## config.mk

```make
export PLATFORM = sky130hd
export DESIGN_NAME = text_console
export DESIGN_NICKNAME = d
export VERILOG_FILES = /design/src/rtl/text_console.sv
export SDC_FILE = /design/constraint.sdc
export NUM_CORES = 1
export LEC_CHECK = 0
export ABC_AREA = 1
export BUFFER_PORTS_ARGS = -buffer_cell sky130_fd_sc_hd__buf_2
export CAP_MARGIN = 10
export CORE_MARGIN = 3
export CORE_UTILIZATION = 30
export DETAILED_ROUTE_END_ITERATION = 10
export SKIP_CTS_REPAIR_TIMING = 1
export SLEW_MARGIN = 20
export SYNTH_ARGS = -nofsm -noshare
export SYNTH_HDL_FRONTEND = slang
export SYNTH_SLANG_ARGS = --single-unit
```

## constraint.sdc

```tcl
create_clock -name clk -period 3.1 [get_ports clk]
set_input_delay 0.62 -clock clk [delete_from_list [all_inputs] [get_ports clk]]
set_output_delay 0.62 -clock clk [all_outputs]
set_load 0.1 [all_outputs]
```

## src/rtl/text_console.sv

```systemverilog
// text_console: character-stream front end for the text-mode GPU.
// Accepts one byte per ch_valid/ch_ready handshake, keeps a cursor on the
// COLS x ROWS grid, and turns printable bytes into single text RAM writes.
// Line feeds, line wraps and form feeds blank RAM by sweeping BLANK writes.
module text_console #(
  parameter int          COLS  = 80,
  parameter int          ROWS  = 30,
  parameter logic [7:0]  BLANK = 8'h20
) (
  input  logic        clk,
  input  logic        rst_n,
  input  logic [7:0]  ch_in,
  input  logic        ch_valid,
  output logic        ch_ready,
  output logic [7:0]  data_out,
  output logic [11:0] write_address,
  output logic        w_en,
  output logic [6:0]  cursor_x,
  output logic [4:0]  cursor_y
);

  typedef enum logic [1:0] {
    ST_IDLE         = 2'd0,
    ST_CLEAR_LINE   = 2'd1,
    ST_CLEAR_SCREEN = 2'd2
  } state_e;

  localparam logic [6:0]  LAST_COL   = 7'(COLS - 1);
  localparam logic [4:0]  LAST_ROW   = 5'(ROWS - 1);
  localparam logic [11:0] LAST_COL_W = 12'(COLS - 1);
  localparam logic [11:0] LAST_ADDR  = 12'(COLS * ROWS - 1);

  // Control codes recognised by the console
  localparam logic [7:0] CH_BS = 8'h08;
  localparam logic [7:0] CH_LF = 8'h0A;
  localparam logic [7:0] CH_FF = 8'h0C;
  localparam logic [7:0] CH_CR = 8'h0D;

  // Row base address. For the standard 80-column grid the multiply is
  // replaced by two shifts and an add: y*80 = y*64 + y*16.
  function automatic logic [11:0] row_base(input logic [4:0] y);
    logic [11:0] y_w;
    y_w = {7'd0, y};
    if (COLS == 80) begin
      row_base = (y_w << 6) + (y_w << 4);
    end else begin
      row_base = y_w * 12'(COLS);
    end
  endfunction

  state_e      state_q;
  logic [6:0]  cursor_x_q;
  logic [4:0]  cursor_y_q;
  logic [7:0]  data_out_q;
  logic [11:0] write_address_q;
  logic        w_en_q;
  logic [11:0] clr_cnt_q;   // column index (line clear) or address (screen clear)
  logic [11:0] clr_base_q;  // base address of the row being line-cleared

  logic        accept_s;
  logic        printable_s;
  logic [4:0]  next_y_s;
  logic [11:0] cur_addr_s;
  logic [11:0] bs_addr_s;
  logic [11:0] next_base_s;

  // Handshake, byte classification and cursor-derived addresses
  always_comb begin
    accept_s    = ch_valid && (state_q == ST_IDLE);
    printable_s = (ch_in >= 8'h20) && (ch_in <= 8'h7E);
    if (cursor_y_q == LAST_ROW) begin
      next_y_s = 5'd0;
    end else begin
      next_y_s = cursor_y_q + 5'd1;
    end
    cur_addr_s  = row_base(cursor_y_q) + {5'd0, cursor_x_q};
    // Only used when cursor_x > 0, so it never steps into the previous row
    bs_addr_s   = cur_addr_s - 12'd1;
    next_base_s = row_base(next_y_s);
  end

  // Console FSM: cursor, clear sweeps and the registered RAM write port
  always_ff @(posedge clk or negedge rst_n) begin
    if (!rst_n) begin
      state_q         <= ST_IDLE;
      cursor_x_q      <= 7'd0;
      cursor_y_q      <= 5'd0;
      data_out_q      <= 8'h00;
      write_address_q <= 12'd0;
      w_en_q          <= 1'b0;
      clr_cnt_q       <= 12'd0;
      clr_base_q      <= 12'd0;
    end else begin
      case (state_q)
        ST_IDLE: begin
          // No write unless an accepted byte produces one below
          w_en_q <= 1'b0;
          if (accept_s) begin
            case (ch_in)
              CH_LF: begin
                cursor_x_q <= 7'd0;
                cursor_y_q <= next_y_s;
                clr_base_q <= next_base_s;
                clr_cnt_q  <= 12'd0;
                state_q    <= ST_CLEAR_LINE;
              end
              CH_CR: begin
                cursor_x_q <= 7'd0;
              end
              CH_BS: begin
                // Backspace never climbs to the previous row
                if (cursor_x_q != 7'd0) begin
                  cursor_x_q      <= cursor_x_q - 7'd1;
                  data_out_q      <= BLANK;
                  write_address_q <= bs_addr_s;
                  w_en_q          <= 1'b1;
                end else begin
                  cursor_x_q <= cursor_x_q;
                end
              end
              CH_FF: begin
                cursor_x_q <= 7'd0;
                cursor_y_q <= 5'd0;
                clr_cnt_q  <= 12'd0;
                state_q    <= ST_CLEAR_SCREEN;
              end
              default: begin
                if (printable_s) begin
                  data_out_q      <= ch_in;
                  write_address_q <= cur_addr_s;
                  w_en_q          <= 1'b1;
                  if (cursor_x_q == LAST_COL) begin
                    // Wrap: no scrolling, the next row (possibly row 0) is blanked
                    cursor_x_q <= 7'd0;
                    cursor_y_q <= next_y_s;
                    clr_base_q <= next_base_s;
                    clr_cnt_q  <= 12'd0;
                    state_q    <= ST_CLEAR_LINE;
                  end else begin
                    cursor_x_q <= cursor_x_q + 7'd1;
                  end
                end else begin
                  // Unsupported codes are consumed silently
                  cursor_x_q <= cursor_x_q;
                end
              end
            endcase
          end else begin
            state_q <= ST_IDLE;
          end
        end

        ST_CLEAR_LINE: begin
          data_out_q      <= BLANK;
          write_address_q <= clr_base_q + clr_cnt_q;
          w_en_q          <= 1'b1;
          if (clr_cnt_q == LAST_COL_W) begin
            state_q <= ST_IDLE;
          end else begin
            clr_cnt_q <= clr_cnt_q + 12'd1;
          end
        end

        ST_CLEAR_SCREEN: begin
          data_out_q      <= BLANK;
          write_address_q <= clr_cnt_q;
          w_en_q          <= 1'b1;
          if (clr_cnt_q == LAST_ADDR) begin
            state_q <= ST_IDLE;
          end else begin
            clr_cnt_q <= clr_cnt_q + 12'd1;
          end
        end

        default: begin
          state_q <= ST_IDLE;
          w_en_q  <= 1'b0;
        end
      endcase
    end
  end

  assign ch_ready      = (state_q == ST_IDLE);
  assign data_out      = data_out_q;
  assign write_address = write_address_q;
  assign w_en          = w_en_q;
  assign cursor_x      = cursor_x_q;
  assign cursor_y      = cursor_y_q;

endmodule

```

# Word level (Yosys, flattened, before mapping)
# Cells that the tools add are included.
[word_totals]
regBits = 59
inputBits = 11
[op_classes]
eq_ne = 25
add_sub_neg = 9
order_cmp = 2
bitwise_logic = 2
muxes = 40
n_reduce_logical = 23
[ops]
columns = ["operator", "n"]
rows = [
  ["$mux 12", 10],
  ["$pmux 12 s2", 3],
  ["$pmux 12 s3", 2],
  ["$eq 8x4->1 const B", 4],
  ["$pmux 8 s2", 2],
  ["$reduce_and 5->1", 5],
  ["$add 11x9->12", 2],
  ["$mux 8", 3],
  ["$mux 7", 3],
  ["$mux 5", 3],
  ["$pmux 5 s3", 1],
  ["$ne 2x2->1 const B", 7],
  ["$pmux 7 s2", 1],
  ["$add 12x1->12 const B", 1],
  ["$add 12x12->12", 1],
  ["$add 12x7->12", 1],
  ["$eq 12x12->1 const B", 1],
  ["$eq 12x7->1 const B", 1],
  ["$pmux 2 s3", 2],
  ["$reduce_bool 3->1", 4],
  ["$sub 12x1->12 const B", 1],
  ["$mux 2", 5],
  ["$ne 5x2->1 const B", 2],
  ["$ge 8x6->1 const B", 1],
  ["other kinds (23)", 35],
]

# Longest topological paths before layout
# Gate-level depths: netlist (run 1).
[logic_depth]
ltp_word = 7
mapped_depth = 14

# Least setup slack after synthesis (run 1)
# No wires, ideal clock.
[synth_timing]
path_type = "reg-to-reg"
start = "register cursor_y_q[1] (netlist: cursor_y[1])"
end = "register clr_base_q[10]"
path_slack_ps = 116
arrival_time_ps = 2864
period_less_slack_ps = 2984
setup_ps = 120
stages_incl_launch_ff = 13
cell_sequence = "dfrtp_1 -> inv_1 -> ha_1 -> nand3_1 -> nor2_1 -> nor3_1 -> inv_1 -> fa_1 -> o21ai_0 -> nand2_1 -> xnor2_1 -> nor2_1 -> a21oi_1"
[synth_between]
elab_chain_len = 6
elab_cells_between_ends = 7
classes_between = "2 x add/sub; 1 x eq/ne; 4 x mux"
[synth_rtl]
columns = ["item", "line_no", "source"]
rows = [
  ["from (decl)", "53", "logic [4:0] cursor_y_q;"],
  ["from (signal assigned)", "102", "cursor_y_q <= next_y_s;"],
  ["from (signal assigned)", "135", "cursor_y_q <= next_y_s;"],
  ["$add 5x1->5 / $eq 5x5->1 (equally long branches)", "74, 71", ""],
  ["$mux 5 (*)", "71", "if (cursor_y_q == LAST_ROW) begin"],
  ["$add 11x9->12 (*)", "45", "row_base = (y_w << 6) + (y_w << 4);"],
  ["$mux 12", "132", "if (cursor_x_q == LAST_COL) begin"],
  ["$mux 12", "128", "if (printable_s) begin"],
  ["$pmux 12 s2 (*)", "99", "case (ch_in)"],
  ["to (signal assigned)", "103", "clr_base_q <= next_base_s;"],
  ["to (signal assigned)", "136", "clr_base_q <= next_base_s;"],
  ["to (decl)", "58", "logic [11:0] clr_base_q;"],
]
# Mark *: on every way between the ends. The rest lies on a longest branch, timed or not. The select of a mux whose other input is x is not followed.
# A chain may end at the register's enable or synchronous reset.

# Worst setup path after layout (run 1)
[layout_timing]
start = "register cursor_y_q[0] (netlist: cursor_y[0])"
end = "register write_address_q[10] (netlist: write_address[10])"
[layout_between]
elab_chain_len = 7
elab_cells_between_ends = 8
classes_between = "3 x add/sub; 5 x mux"
[layout_rtl]
columns = ["item", "line_no", "source"]
rows = [
  ["$add 11x9->12 (*)", "45", ""],
  ["$add 12x7->12 (*)", "76", "cur_addr_s = row_base(cursor_y_q) + {5'd0, cursor_x_q};"],
  ["$sub 12x1->12", "78", "bs_addr_s = cur_addr_s - 12'd1;"],
  ["$mux 12", "112", "if (cursor_x_q != 7'd0) begin"],
  ["$pmux 12 s2 (*)", "99", ""],
  ["$mux 12 (*)", "98", "if (accept_s) begin"],
  ["$pmux 12 s3 (*)", "94", "case (state_q)"],
  ["to (signal assigned)", "115", "write_address_q <= bs_addr_s;"],
  ["to (signal assigned)", "130", "write_address_q <= cur_addr_s;"],
  ["to (signal assigned)", "155", "write_address_q <= clr_base_q + clr_cnt_q;"],
  ["to (decl)", "55", "logic [11:0] write_address_q;"],
]
# Marked as above.

==> results of run 1 <==
sequential cells by signal, indices dropped and copies added (netlist names):
signal and count:
data_out 8, w_en 1, clr_base_q 8, state_q 2
cursor_x 7, write_address 12, clr_cnt_q 12, cursor_y 5
final timing paths:
check	end	startpoint	slack, ps
max	write_address[10]$_DFFE_PN0P_	cursor_y[0]$_DFFE_PN0P_	410
min	cursor_x[0]$_DFFE_PN0P_	rst_n	280
max reg2reg	write_address[10]$_DFFE_PN0P_	cursor_y[0]$_DFFE_PN0P_	410
min reg2reg	write_address[1]$_DFFE_PN0P_	write_address[1]$_DFFE_PN0P_	480
max in group asynchronous	write_address[11]$_DFFE_PN0P_	rst_n	1980
min in group clk	write_address[1]$_DFFE_PN0P_	write_address[1]$_DFFE_PN0P_	480
layout make-up:
class | count | area (µm²) | area share, %
multi-input cells | 470 | 2640 | 53.7
flip-flops and latches | 55 | 1380 | 27.9
inverters | 73 | 274 | 5.56
repair buffers | 49 | 258 | 5.23
well taps | 180 | 225 | 4.57
clock buffers | 5 | 125 | 2.54
clock inverters | 3 | 22.5 | 0.457
report_power, final:
group | internal [W] | switching [W] | leakage (nW)
Sequential | 0.000905 | 0.000175 | 0.720
Combinational | 0.000497 | 0.00202 | 1.70
Clock | 0.000304 | 0.000297 | 0.0742
cells by family (layout without fill, tap and decap cells):
| family | after synthesis | count (layout) |
|---|---|---|
| compound gates | 76 | 76 |
| xor+xnor | 17 | 17 |
| fa+ha+maj | 34 | 34 |
| buf+inv | 85 | 130 |
| flops | 55 | 55 |
| simple gates | 343 | 343 |
routing by layer:
metal | GRT usage (%) | routed length (µm) | vias up
met5 | 0 | 0 | -
met4 | 4.73 | 201 | 0
met3 | 2.57 | 576 | 10
met2 | 23.2 | 4940 | 103
met1 | 20.9 | 5750 | 1882
li1 | - | - | 2100
placed cells by master, fill, tap and decap left out, types with 6 or more instances in the layout:
cell     Yosys  routed
nand4_1     15      15
nand3_1     55      55
ha_1        30      30
nand2_1    177     177
a21oi_1     20      20
xor2_1      13      13
o21ai_0     28      28
nor2_1      50      50
nor3_1      11      11
inv_1       67      67
a31oi_1      6       6
dfrtp_1     55      55
nand2_2      6       6
buf_2        2      44
through the flow:
| step | instance area, µm² | total power, W | std cells | hold slack, ps |
|---|---|---|---|---|
| after floorplan | 4390 | 0.00314 | 610 | 324 |
| after global placement | 4780 | 0.00361 | 827 | 459 |
| after detailed placement | 4780 | 0.00361 | 827 | 461 |
| after CTS | 4920 | 0.00423 | 835 | 295 |
| after global routing | 4920 | 0.00447 | 835 | 318 |
| final | 4920 | 0.00419 | 835 | 277 |
worst register-to-register path: cells and delay by family, from the launching register on:
| family | cells | cell delay, ps |
|---|---|---|
| XOR/XNOR | 1 | 310 |
| adder cells (fa/ha/maj) | 2 | 1020 |
| buffers and inverters | 1 | 70 |
| flip-flops | 1 | 490 |
| AND/OR/NAND/NOR | 7 | 690 |
==> flow_metrics.env, run 1 <==
export IMPL_fmax_ghz=0.372
export IMPL_synth_top_area_cell="dfrtp_1"
export IMPL_fin_ws_ps=412
export IMPL_clkTransAtPathRegs_ps=80
export IMPL_die_area_um2=16100
export IMPL_crit_required_ps=3300
export IMPL_cts_max_path_buffers=2
export IMPL_syn_nets=655
export IMPL_track_usage_pct=14.9
export IMPL_synth_area_top_cells="dfrtp_1, nand2_1, ha_1"
export IMPL_period_share_pct=86.7
export IMPL_grt_first_pass_wirelength_mm=19.4
export IMPL_crit_family="adder cells"
export IMPL_cts_root_buf="clkbuf_16"
export IMPL_drt_total_wl_mm=11.5
export IMPL_area_growth_pct=12.3
export IMPL_finalSetupViolCount=0
export IMPL_reg2reg_depth=11
export IMPL_clock_latency_ps=310
export IMPL_core_um2=14100
export IMPL_numCtsBuffers=5
export IMPL_vdd_drop_max_v=0.000536
export IMPL_hold_viol=0
export IMPL_endpoint_kind="flop"
export IMPL_synth_seq_cells=55
export IMPL_h_tree_depth=2
export IMPL_grt_pass1_vias=3818
export IMPL_worst_pin_slew_ps=548
export IMPL_synth_top_cell_area_share_pct=31.4
export IMPL_dpl_hpwl_mm=8.85
export IMPL_synthesis_area_um2=4390
export IMPL_cts_tree="yes"
export IMPL_power_leakage_nw=2.49
export IMPL_finish_utilization_pct=34.9
export IMPL_async_flop_share_pct=100
export IMPL_finClkSkew_ps=7.77
export IMPL_avgSynthCellArea_um2=7.19
export IMPL_start_util_pct=31.1
export IMPL_wl_per_cell_um=13.7
export IMPL_yosys_area_share_simple_pct=36.6
export IMPL_synth_seq_area_share_pct=31.4
export IMPL_cp_depth=11
export IMPL_slowest_stage="fa_1"
export IMPL_slew_headroom_pct=63.3
export IMPL_place_ws_ps=443
export IMPL_rsz0062_at_grt="no"
export IMPL_grt_max_degree=34
export IMPL_crit_type="flop to flop"
export IMPL_drt_pass1_iterations=5
export IMPL_layout_nets=699
export IMPL_vias_per_cell=4.90
export IMPL_synth_common_cells="nand2_1, inv_1, dfrtp_1, nand3_1, nor2_1"
export IMPL_synth_main_ff_cell="dfrtp_1"
export IMPL_tns_ps=0
export IMPL_final_layout_size_suffix_gt1_share_pct=14.0
export IMPL_path_buf_inv=1
export IMPL_yosysMostFrequentCell="nand2_1"
export IMPL_grt_overflow=0
export IMPL_period_needed_ps=2690
export IMPL_synthAdderAreaFrac_pct=10.4
export IMPL_min_path_type="input port to async pin"
export IMPL_drcViolationCount=0
export IMPL_dieHeight_um=127
export IMPL_drtIter0Drc=351
export IMPL_fp_dieW_um=127
export IMPL_synth_mux_area_share_pct=0
export IMPL_slowest_delay_ps=580
export IMPL_synth_cells=610
export IMPL_synth_enable_flop_cells=0
export IMPL_port_buffer_count=44
export IMPL_postRouteAntennaNets=0
export IMPL_rows=43
export IMPL_critPathMaxFanout=8
export IMPL_cts_num_sinks=55
export IMPL_ios=45
export IMPL_synth_compound_area_share_pct=9.93
export IMPL_synth_cell_type_count=42
export IMPL_final_max_slew_violation_count=0
export IMPL_startpoint_type="flop"
export IMPL_gp_congestion=0.868
export IMPL_critPathArrivalTime_ps=2890
export IMPL_synth_xor_area_share_pct=3.39
export IMPL_nFillCells=1487
export IMPL_crit_top_cell="nand2_1"
export IMPL_yosysWarnings=0
export IMPL_n_antenna_cell=0
export IMPL_cap_violations=0
export IMPL_power_density_nw_per_um2=851
export IMPL_status="complete, no violations"
export IMPL_vias=4095
export IMPL_antenna_found_initial=0
export IMPL_synth_top_family_by_area="simple AND/OR/NAND/NOR gates"
export IMPL_crit_path_cell_trace="fa_1 > inv_1 > fa_1 > xor2_1 > nand2_1 > nor2_1 > nand4_1 > nand3_1 > nand2_1 > nand2_1 > nand2_1"
Power figures use the tool's default switching activity.
==> run 2: changes to the inputs <==
--- a/config.mk
+++ b/config.mk
@@ -10,6 +10,7 @@
 export CAP_MARGIN = 10
 export CORE_MARGIN = 3
 export CORE_UTILIZATION = 30
+export CTS_BUF_LIST = sky130_fd_sc_hd__clkbuf_16
 export DETAILED_ROUTE_END_ITERATION = 10
 export SKIP_CTS_REPAIR_TIMING = 1
 export SLEW_MARGIN = 20
==> constraint.sdc (replaced) <==
create_clock -name clk -period 2.46 [get_ports clk]
set_input_delay 0.492 -clock clk [delete_from_list [all_inputs] [get_ports clk]]
set_output_delay 0.492 -clock clk [all_outputs]
set_load 0.1 [all_outputs]
==> flow_metrics.env, run 2 (synthesis results as in run 1) <==
export IMPL_finalInstanceArea_um2=5180
export IMPL_cts_tree="yes"
export IMPL_endpoint_kind="flop"
export IMPL_crit_family="adder cells"
export IMPL_worst_pin_slew_ps=493
export IMPL_placed_area_um2=4900
export IMPL_track_usage_pct=14.8
export IMPL_port_buffer_count=44
export IMPL_drtIter0Drc=278
export IMPL_critPathMaxFanout=4
export IMPL_final_layout_size_suffix_gt1_share_pct=20.5
export IMPL_min_path_type="input port to async pin"
export IMPL_ios=45
export IMPL_cts_root_buf="clkbuf_16"
export IMPL_grt_max_degree=23
export IMPL_fp_dieW_um=127
export IMPL_drcViolationCount=0
export IMPL_status="finished with violations"
export IMPL_hold_viol=0
export IMPL_startpoint_type="flop"
export IMPL_cts_max_path_buffers=2
export IMPL_crit_path_cell_trace="fa_1 > inv_2 > fa_2 > inv_2 > nor2_4 > nand2_2 > nor2_4 > nand4_1 > nand3_1 > nand2_1 > nand2_1 > nand2_1"
export IMPL_final_common_cell="nand2_1"
export IMPL_violations="negative setup slack"
export IMPL_finClkSkew_ps=7.78
export IMPL_slew_headroom_pct=66.8
export IMPL_finalSetupViolCount=2
export IMPL_dpl_hpwl_mm=9.07
export IMPL_n_antenna_cell=0
export IMPL_fin_ws_ps=-36.3
export IMPL_final_cell_mix="nand2_1, inv_1, nand3_1"
export IMPL_area_growth_pct=18.1
export IMPL_wl_per_cell_um=14.0
export IMPL_drt_total_wl_mm=11.9
export IMPL_rsz0062_at_grt="yes"
export IMPL_grt_overflow=0
export IMPL_grt_pass1_vias=3881
export IMPL_period_needed_ps=2500
export IMPL_clkTransAtPathRegs_ps=80
export IMPL_cts_num_sinks=55
export IMPL_nFillCells=1513
export IMPL_core_um2=14100
export IMPL_total_power_w=0.00544
export IMPL_path_buf_inv=2
export IMPL_finish_utilization_pct=36.7
export IMPL_gp_congestion=0.891
export IMPL_h_tree_depth=2
export IMPL_power_leakage_nw=2.55
export IMPL_vdd_drop_max_v=0.000437
export IMPL_critPathArrivalTime_ps=2690
export IMPL_period_share_pct=101
export IMPL_grt_first_pass_wirelength_mm=19.5
export IMPL_slowest_delay_ps=580
export IMPL_numCtsBuffers=5
export IMPL_slowest_stage="fa_1"
export IMPL_vias=4116
export IMPL_start_util_pct=31.1
export IMPL_rows=43
export IMPL_multiInputGateArea_um2=2790
export IMPL_power_density_nw_per_um2=1050
export IMPL_vias_per_cell=4.86
export IMPL_final_max_slew_violation_count=0
export IMPL_crit_required_ps=2660
export IMPL_clock_latency_ps=300
export IMPL_place_ws_ps=-69.5
export IMPL_fmax_ghz=0.401
export IMPL_antenna_found_initial=0
export IMPL_die_area_um2=16100
export IMPL_layout_nets=711
export IMPL_crit_type="flop to flop"
export IMPL_postRouteAntennaNets=0
export IMPL_crit_top_cell="nand2_1"
export IMPL_cap_violations=0
export IMPL_dieHeight_um=127
export IMPL_whs_ps=141
export IMPL_register_area_um2=1400
export IMPL_drt_pass1_iterations=5
==> run 2: routing by layer <==
layer / up-vias / global-route usage [%] / wire length, µm
li1: 2121 / - / -
met1: 1890 / 21.0 / 5900
met2: 93 / 23.2 / 5290
met3: 12 / 2.69 / 498
met4: 0 / 4.10 / 200
met5: - / 0 / 0
==> run 2: cell type report <==
| type | count | area share, % |
|---|---|---|
| clock buffers | 5 | 2.42 |
| flip-flops and latches | 55 | 27.0 |
| inverters | 73 | 5.29 |
| well taps | 180 | 4.35 |
| repair buffers | 61 | 6.71 |
| multi-input cells | 470 | 53.8 |
| clock inverters | 3 | 0.435 |
==> run 2: power breakdown <==
part | internal, W | switching [W]
logic | 0.000705 | 0.00263
clock network | 0.000383 | 0.000373
registers | 0.00115 | 0.000203
==> run 2: path summary, 6_finish.rpt <==
kind                                         startpoint                       endpoint  slack [ps]  depth (start not counted)
worst max-delay path            cursor_y[2]$_DFFE_PN0P_  write_address[10]$_DFFE_PN0P_         -40                         12
worst min-delay path                              rst_n        data_out[7]$_DFFE_PN0P_         140                          1
worst max register to register  cursor_y[2]$_DFFE_PN0P_  write_address[10]$_DFFE_PN0P_         -40                         12
worst min register to register  data_out[0]$_DFFE_PN0P_        data_out[0]$_DFFE_PN0P_         480                          2
max in group asynchronous                         rst_n       clr_cnt_q[8]$_DFFE_PN0P_        1640                          2
min in group clk                data_out[0]$_DFFE_PN0P_        data_out[0]$_DFFE_PN0P_         480                          2
==> run 2: metrics by stage <==
step	std cells	setup TNS, ps
global placement	838	-34.6
floorplan	610	-525
CTS	846	-171
detailed placement	838	-111
finish	847	-60.2
global route	847	-504
==> run 2: worst register-to-register path, cell delays in order (launching register included) <==
cell and delay, ps:
dfrtp_4 480, fa_1 580, inv_2 50, fa_2 530, inv_2 50, nor2_4 130
nand2_2 80, nor2_4 150, nand4_1 90, nand3_1 100, nand2_1 60, nand2_1 50
nand2_1 40
